===== src/rtl/datamemory_dma.sv =====
// -----------------------------------------------------------------------------
// datamemory_dma
//
// Bus-master engine for the datamemory port. It performs two kinds of block
// operation of LEN words:
//   COPY (mode=0): read src+i, then write dst+i, strictly ascending.
//   FILL (mode=1): write dst+i with a pattern. The pattern starts at fill_value
//                  and grows by fill_step per word (step 0 gives a constant fill).
// The engine owns the datamemory port while busy. When idle it parks with
// WR_RD=1, so it never writes.
//
// Ports
//   clk, rst_n   rising-edge clock, synchronous active-low reset
//   start        one-cycle command strobe, honoured only in IDLE
//   mode         0 = COPY, 1 = FILL (latched with start)
//   src_addr     COPY source base address (latched with start)
//   dst_addr     destination base address (latched with start)
//   len          word count 0..2^ADDR_WIDTH (latched with start)
//   fill_value   FILL first word; fill_step: FILL per-word increment
//   busy         high from the first issue cycle through the last write cycle
//   done         one-cycle completion pulse (never raised by an aborted command)
//   words_done   words written by the current or last command
//   address      datamemory address
//   WR_RD        datamemory direction (1 = read, 0 = write)
//   dataIn       datamemory write data
//   dataOut      datamemory read data, valid one cycle after a read address
//
// All outputs are registered. Each output's next value is derived from the
// next state, so the pins line up with the state that is currently active.
// -----------------------------------------------------------------------------
module datamemory_dma #(
  parameter int DATA_WIDTH = 32,
  parameter int ADDR_WIDTH = 10
) (
  input  logic                  clk,
  input  logic                  rst_n,
  input  logic                  start,
  input  logic                  mode,
  input  logic [ADDR_WIDTH-1:0] src_addr,
  input  logic [ADDR_WIDTH-1:0] dst_addr,
  input  logic [ADDR_WIDTH:0]   len,
  input  logic [DATA_WIDTH-1:0] fill_value,
  input  logic [DATA_WIDTH-1:0] fill_step,
  output logic                  busy,
  output logic                  done,
  output logic [ADDR_WIDTH:0]   words_done,
  output logic [ADDR_WIDTH-1:0] address,
  output logic                  WR_RD,
  output logic [DATA_WIDTH-1:0] dataIn,
  input  logic [DATA_WIDTH-1:0] dataOut
);

  typedef enum logic [2:0] {
    IDLE = 3'd0,
    RD   = 3'd1,
    CAP  = 3'd2,
    WR   = 3'd3,
    DONE = 3'd4
  } state_t;

  localparam logic [ADDR_WIDTH-1:0] ADDR_ONE  = {{(ADDR_WIDTH-1){1'b0}}, 1'b1};
  localparam logic [ADDR_WIDTH:0]   COUNT_ONE = {{ADDR_WIDTH{1'b0}}, 1'b1};

  // Control state.
  state_t                state_q,      state_d;
  logic                  busy_q,       busy_d;
  logic                  done_q,       done_d;
  logic                  wr_rd_q,      wr_rd_d;
  logic [ADDR_WIDTH:0]   words_done_q, words_done_d;
  logic [ADDR_WIDTH:0]   len_q,        len_d;
  logic                  mode_q,       mode_d;

  // Datapath state.
  logic [ADDR_WIDTH-1:0] address_q,    address_d;
  logic [DATA_WIDTH-1:0] data_in_q,    data_in_d;
  logic [ADDR_WIDTH-1:0] src_ptr_q,    src_ptr_d;
  logic [ADDR_WIDTH-1:0] dst_ptr_q,    dst_ptr_d;
  logic [DATA_WIDTH-1:0] pat_q,        pat_d;
  logic [DATA_WIDTH-1:0] step_q,       step_d;

  // Next-state and next-output logic.
  always_comb begin
    state_d      = state_q;
    words_done_d = words_done_q;
    len_d        = len_q;
    mode_d       = mode_q;
    address_d    = address_q;
    data_in_d    = data_in_q;
    src_ptr_d    = src_ptr_q;
    dst_ptr_d    = dst_ptr_q;
    pat_d        = pat_q;
    step_d       = step_q;

    case (state_q)
      IDLE: begin
        if (start) begin
          mode_d       = mode;
          len_d        = len;
          src_ptr_d    = src_addr;
          dst_ptr_d    = dst_addr;
          pat_d        = fill_value;
          step_d       = fill_step;
          words_done_d = '0;
          if (len == '0) begin
            // An empty command completes without touching memory.
            state_d = DONE;
          end else if (mode) begin
            state_d   = WR;
            address_d = dst_addr;
            data_in_d = fill_value;
          end else begin
            state_d   = RD;
            address_d = src_addr;
          end
        end
      end

      RD: begin
        // The read address is presented this cycle. The memory returns the
        // word during CAP. The address holds so the read stays stable.
        state_d = CAP;
      end

      CAP: begin
        // data_in_q doubles as the copy buffer. Capturing dataOut here puts
        // the word directly on dataIn for the following WR cycle.
        state_d   = WR;
        data_in_d = dataOut;
        address_d = dst_ptr_q;
      end

      WR: begin
        words_done_d = words_done_q + COUNT_ONE;
        dst_ptr_d    = dst_ptr_q + ADDR_ONE;
        if (mode_q) begin
          pat_d = pat_q + step_q;
        end else begin
          src_ptr_d = src_ptr_q + ADDR_ONE;
        end
        if (words_done_d == len_q) begin
          state_d = DONE;
        end else if (mode_q) begin
          state_d   = WR;
          address_d = dst_ptr_d;
          data_in_d = pat_d;
        end else begin
          state_d   = RD;
          address_d = src_ptr_d;
        end
      end

      DONE: begin
        // start is ignored here; the engine always passes through IDLE.
        state_d = IDLE;
      end

      default: begin
        state_d = IDLE;
      end
    endcase

    busy_d  = (state_d == RD) || (state_d == CAP) || (state_d == WR);
    done_d  = (state_d == DONE);
    wr_rd_d = (state_d != WR);
  end

  // Reset covers the control state and the port-facing address and data
  // registers. Command operand registers are always reloaded by start, so
  // they are left out of the reset.
  always_ff @(posedge clk) begin
    if (!rst_n) begin
      state_q      <= IDLE;
      busy_q       <= 1'b0;
      done_q       <= 1'b0;
      wr_rd_q      <= 1'b1;
      words_done_q <= '0;
      address_q    <= '0;
      data_in_q    <= '0;
    end else begin
      state_q      <= state_d;
      busy_q       <= busy_d;
      done_q       <= done_d;
      wr_rd_q      <= wr_rd_d;
      words_done_q <= words_done_d;
      address_q    <= address_d;
      data_in_q    <= data_in_d;
      len_q        <= len_d;
      mode_q       <= mode_d;
      src_ptr_q    <= src_ptr_d;
      dst_ptr_q    <= dst_ptr_d;
      pat_q        <= pat_d;
      step_q       <= step_d;
    end
  end

  assign busy       = busy_q;
  assign done       = done_q;
  assign words_done = words_done_q;
  assign address    = address_q;
  assign WR_RD      = wr_rd_q;
  assign dataIn     = data_in_q;

endmodule

===== config.mk =====
export PLATFORM = sky130hd
export DESIGN_NAME = datamemory_dma
export DESIGN_NICKNAME = d
export VERILOG_FILES = /design/src/rtl/datamemory_dma.sv
export SDC_FILE = /design/constraint.sdc
export NUM_CORES = 1
export LEC_CHECK = 0
export ABC_AREA = 1
export CORE_ASPECT_RATIO = 0.75
export CORE_MARGIN = 2
export CORE_UTILIZATION = 48
export DETAILED_ROUTE_END_ITERATION = 12
export GPL_ROUTABILITY_DRIVEN = 0
export PLACE_DENSITY = 0.76
export SETUP_SLACK_MARGIN = 0.3
export SYNTH_ARGS = -nofsm -noshare
export SYNTH_HDL_FRONTEND = slang
export SYNTH_SLANG_ARGS = --single-unit

===== constraint.sdc =====
create_clock -name clk -period 4.35 [get_ports clk]
set_clock_uncertainty 0.05 [all_clocks]
set_input_delay 0.87 -clock clk [delete_from_list [all_inputs] [get_ports clk]]
set_output_delay 0.87 -clock clk [all_outputs]
set_load 0.01 [all_outputs]

==> metrics.md <==
| Metric | Value |
|---|---|
| Status | finished, final reports clean |
| GR Util All Layers | 30.4% |
| Routed WL | 32700 um |
| EDFF count, synth | 96 |
| Post-CTS setup buffer count | 0 |
| CP max stage cell | nand2_1 |
| Largest delay contributor family on the critical path | simple AND/OR/NAND/NOR gates |
| Worst-path clk slew | 0.08 ns |
| Clock latency on the worst-skew pair | 0.45 ns |
| Initial DRT Pass Iterations | 6 |
| Top post-synthesis cells by area | edfxtp_1, nand2_1, dfxtp_1 |
| Setup WS pre-CTS | 1.04 ns |
| Starting Density | 48.8% |
| Seq/Total Area, Yosys | 41.3% |
| Post-synth top flop | edfxtp_1 |
| Fmax | 317 MHz |
| Number of remaining DRC errors | 0 |
| CTS root buf | clkbuf_16 |
| WP data required | 4.65 ns |
| WL met1 | 14500 um |
| Fin nets | 1726 |
| Iter 0 DRT Violations | 1313 |
| R2R cell count | 12 |
| Row count | 45 |
| Final Hold Fails | 0 |
| IO Count | 187 |
| Cells after synthesis | 1387 |
| Ys async rst share | 0% |
| Synth Register Bits | 155 |
| Num CTS Buffers | 17 |
| Hold Crit Endpoint | dataIn[2] |
| Max VDD drop | 306 uV |
| Yosys cell types | 43 |
| Die width | 169 um |
| Max Root-Sink Buffers | 2 |
| TritonCTS clock tree | done |
| Area leader, netlist | edfxtp_1 |
| Period utilization | 72.4% |
| Hold path depth | 2 |
| # hold bufs at CTS | 0 |
| Final setup fails | 0 |
| Final HPWL DP | 24300 um |
| CP most frequent cell | nand2_1 |
| Final worst slack | 1.20 ns |
| Synth Cell Area | 0.00983 mm2 |
| Worst hold path type | flop to flop |
| Area Overhead vs Synth | 27.5% |
| Antenna violations before repair | 2 |
| Maxcap violations | 0 |
| Pwr Total | 4.98 mW |
| Crit Reg-Reg Startpoint | state_q[1] |
| Met2 Wirelength | 13300 um |
| Largest net degree at the start of global routing | 58 |
| I/O Buffers | 186 |
| Critical path type | flop to flop |
| Vias after detailed routing | 10.2k |
| Die height | 128 um |
| Pwr per Cell Area | 397 mW/mm2 |
| DIE AREA | 0.0217 mm2 |
| Met3 routed WL | 4270 um |
| Commonest non-fill, non-tap cells in the layout | nand2_1, clkdlybuf4s50_1, inv_1 |
| Setup crit end kind | flop |
| Worst path bufs/invs | 4 |
| Leakage power | 5.48 nW |
| Final min period | 3.15 ns |
| CP Cell Sequence | inv_1, nor2_2, buf_4, nand2_1, nor2_2, inv_2, nand2_1, clkinv_1, nand2_1, nand2_1, nand2_1, nor2_1 |
| First-pass GRT wire length | 49900 um |
| Post_cts resized | 0 |
| Yosys warns | 0 |
| Core area | 0.0202 mm2 |
| Total congestion overflow | 0 |
| Vias in the first global route | 9172 |
| DR vias/cell | 5.58 |
| Fin Setup TNS | 0 ns |
| Clk sink count | 155 |
| Fin. max-slew vios | 0 |
| H-tree depth | 4 |
| CP Max Fanout | 22 |
| CP Launch Type | flop |
| Transition time of the tightest slew-check pin | 0.861 ns |
| Relative slew slack | 42.4% |
| Post-Syn Nets | 1553 |
| WL/cell | 17.9 um |
| Worst hold start | dataIn[2] |
| ANT nets after route | 0 |
| Most common cell after layout, fill and taps aside | nand2_1 |
| R2R setup slack | 1.20 ns |
| # fillers | 1809 |
| Unrepaired setup endpoints after global routing | no |
| Share of the synthesized area in the top cell type | 29.3% |
| Share of cells above drive strength 1 | 4.07% |
| Crit-path max cell delay | 0.59 ns |
| Synth Area per Inst | 7.09 um2 |
| WP data arrival | 3.45 ns |
| RR Endpoint | dataIn[15] |
| Highest Signal Layer | met5 |
==> sequential cells by signal, summed over array words and instances, names as in the netlist <==
register,count
dst_ptr_q,10
step_q,32
src_ptr_q,10
address,10
mode_q,1
busy,1
words_done,11
dataIn,32
len_q,11
done,1
WR_RD,1
state_q,3
pat_q,32
==> layer usage <==
layer / global-route usage, % / vias to the layer above
met2: 43.0 / 658
met5: 0 / -
met4: 7.49 / 2
met1: 46.1 / 4572
li1: - / 4934
met3: 7.66 / 60
==> area by class of cell <==
type	instances	area, um2	area share, %
tap	258	323	2.57
clock inverter	15	179	1.43
clock buffer	17	425	3.39
antenna	1	2.50	0.0200
timing repair buffer	198	1960	15.7
multi-input combinational	1020	4950	39.5
inverter	168	631	5.03
sequential	155	4060	32.4
==> report_power, final <==
| part | internal, mW | switching (mW) |
|---|---|---|
| clock | 0.775 | 0.741 |
| combinational | 0.633 | 0.920 |
| sequential | 1.77 | 0.143 |
==> worst register-to-register path: stages, from the launching register on <==
cell,delay [ns]
dfxtp_1,0.35
inv_1,0.07
nor2_2,0.08
buf_4,0.27
nand2_1,0.58
nor2_2,0.48
inv_2,0.16
nand2_1,0.10
clkinv_1,0.08
nand2_1,0.59
nand2_1,0.13
nand2_1,0.09
nor2_1,0.04
==> cell usage after synthesis (2+ instances only) <==
| library cell | n |
|---|---|
| edfxtp_1 | 96 |
| inv_1 | 159 |
| nor3_1 | 7 |
| a21o_1 | 3 |
| o21ai_0 | 63 |
| xor2_1 | 11 |
| buf_4 | 2 |
| a21oi_1 | 81 |
| a22oi_1 | 4 |
| nand3_1 | 130 |
| buf_1 | 2 |
| a221oi_1 | 6 |
| o21ai_1 | 2 |
| inv_2 | 6 |
| nand4_1 | 20 |
| xnor2_1 | 5 |
| a22o_1 | 2 |
| o21bai_1 | 7 |
| nor2_2 | 6 |
| nor2_1 | 151 |
| or2_2 | 4 |
| buf_2 | 5 |
| nand2_1 | 431 |
| buf_6 | 4 |
| a31oi_1 | 2 |
| o22ai_1 | 7 |
| a211oi_1 | 3 |
| ha_1 | 34 |
| clkbuf_1 | 31 |
| nor4_1 | 3 |
| clkinv_1 | 3 |
| nand3b_1 | 12 |
| o221ai_1 | 5 |
| o211ai_1 | 13 |
| dfxtp_1 | 59 |
==> per-stage QoR <==
| stage | utilization [%] | std cells | hold slack (ns) | instance area, um2 |
|---|---|---|---|---|
| global route | 62.2 | 1832 | 0.469 | 12500 |
| finish | 62.2 | 1832 | 0.445 | 12500 |
| detailed placement | 59.2 | 1799 | 0.428 | 11900 |
| global placement | 59.2 | 1799 | 0.423 | 11900 |
| CTS | 62.2 | 1831 | 0.445 | 12500 |
| floorplan | - | 1387 | 0.433 | 9840 |
==> worst max path at each step <==
stage          cells after the start     startpoint          to  slack (ns)
2_1_floorplan                      4          rst_n    len_q[0]        0.47
3_3_place_gp                       4          rst_n  step_q[22]        1.13
3_5_place_dp                       4          rst_n  step_q[22]        1.04
4_1_cts                           12     state_q[1]  dataIn[11]        1.24
5_1_grt                           15  words_done[0]  address[2]        0.85
6_report                          12     state_q[1]  dataIn[15]        1.20
==> logic make-up after synthesis <==
logic type / after synthesis / synth area share, %
and+or+nand+nor: 768 / 32.5
DFF: 155 / 41.3
xor gates and xnor gates: 16 / 1.42
adders and majority gates: 35 / 4.53
buffers and inverters: 212 / 8.54
AOI/OAI and AO/OA: 201 / 11.7
Note: power is estimated with default switching activity, not from simulation.
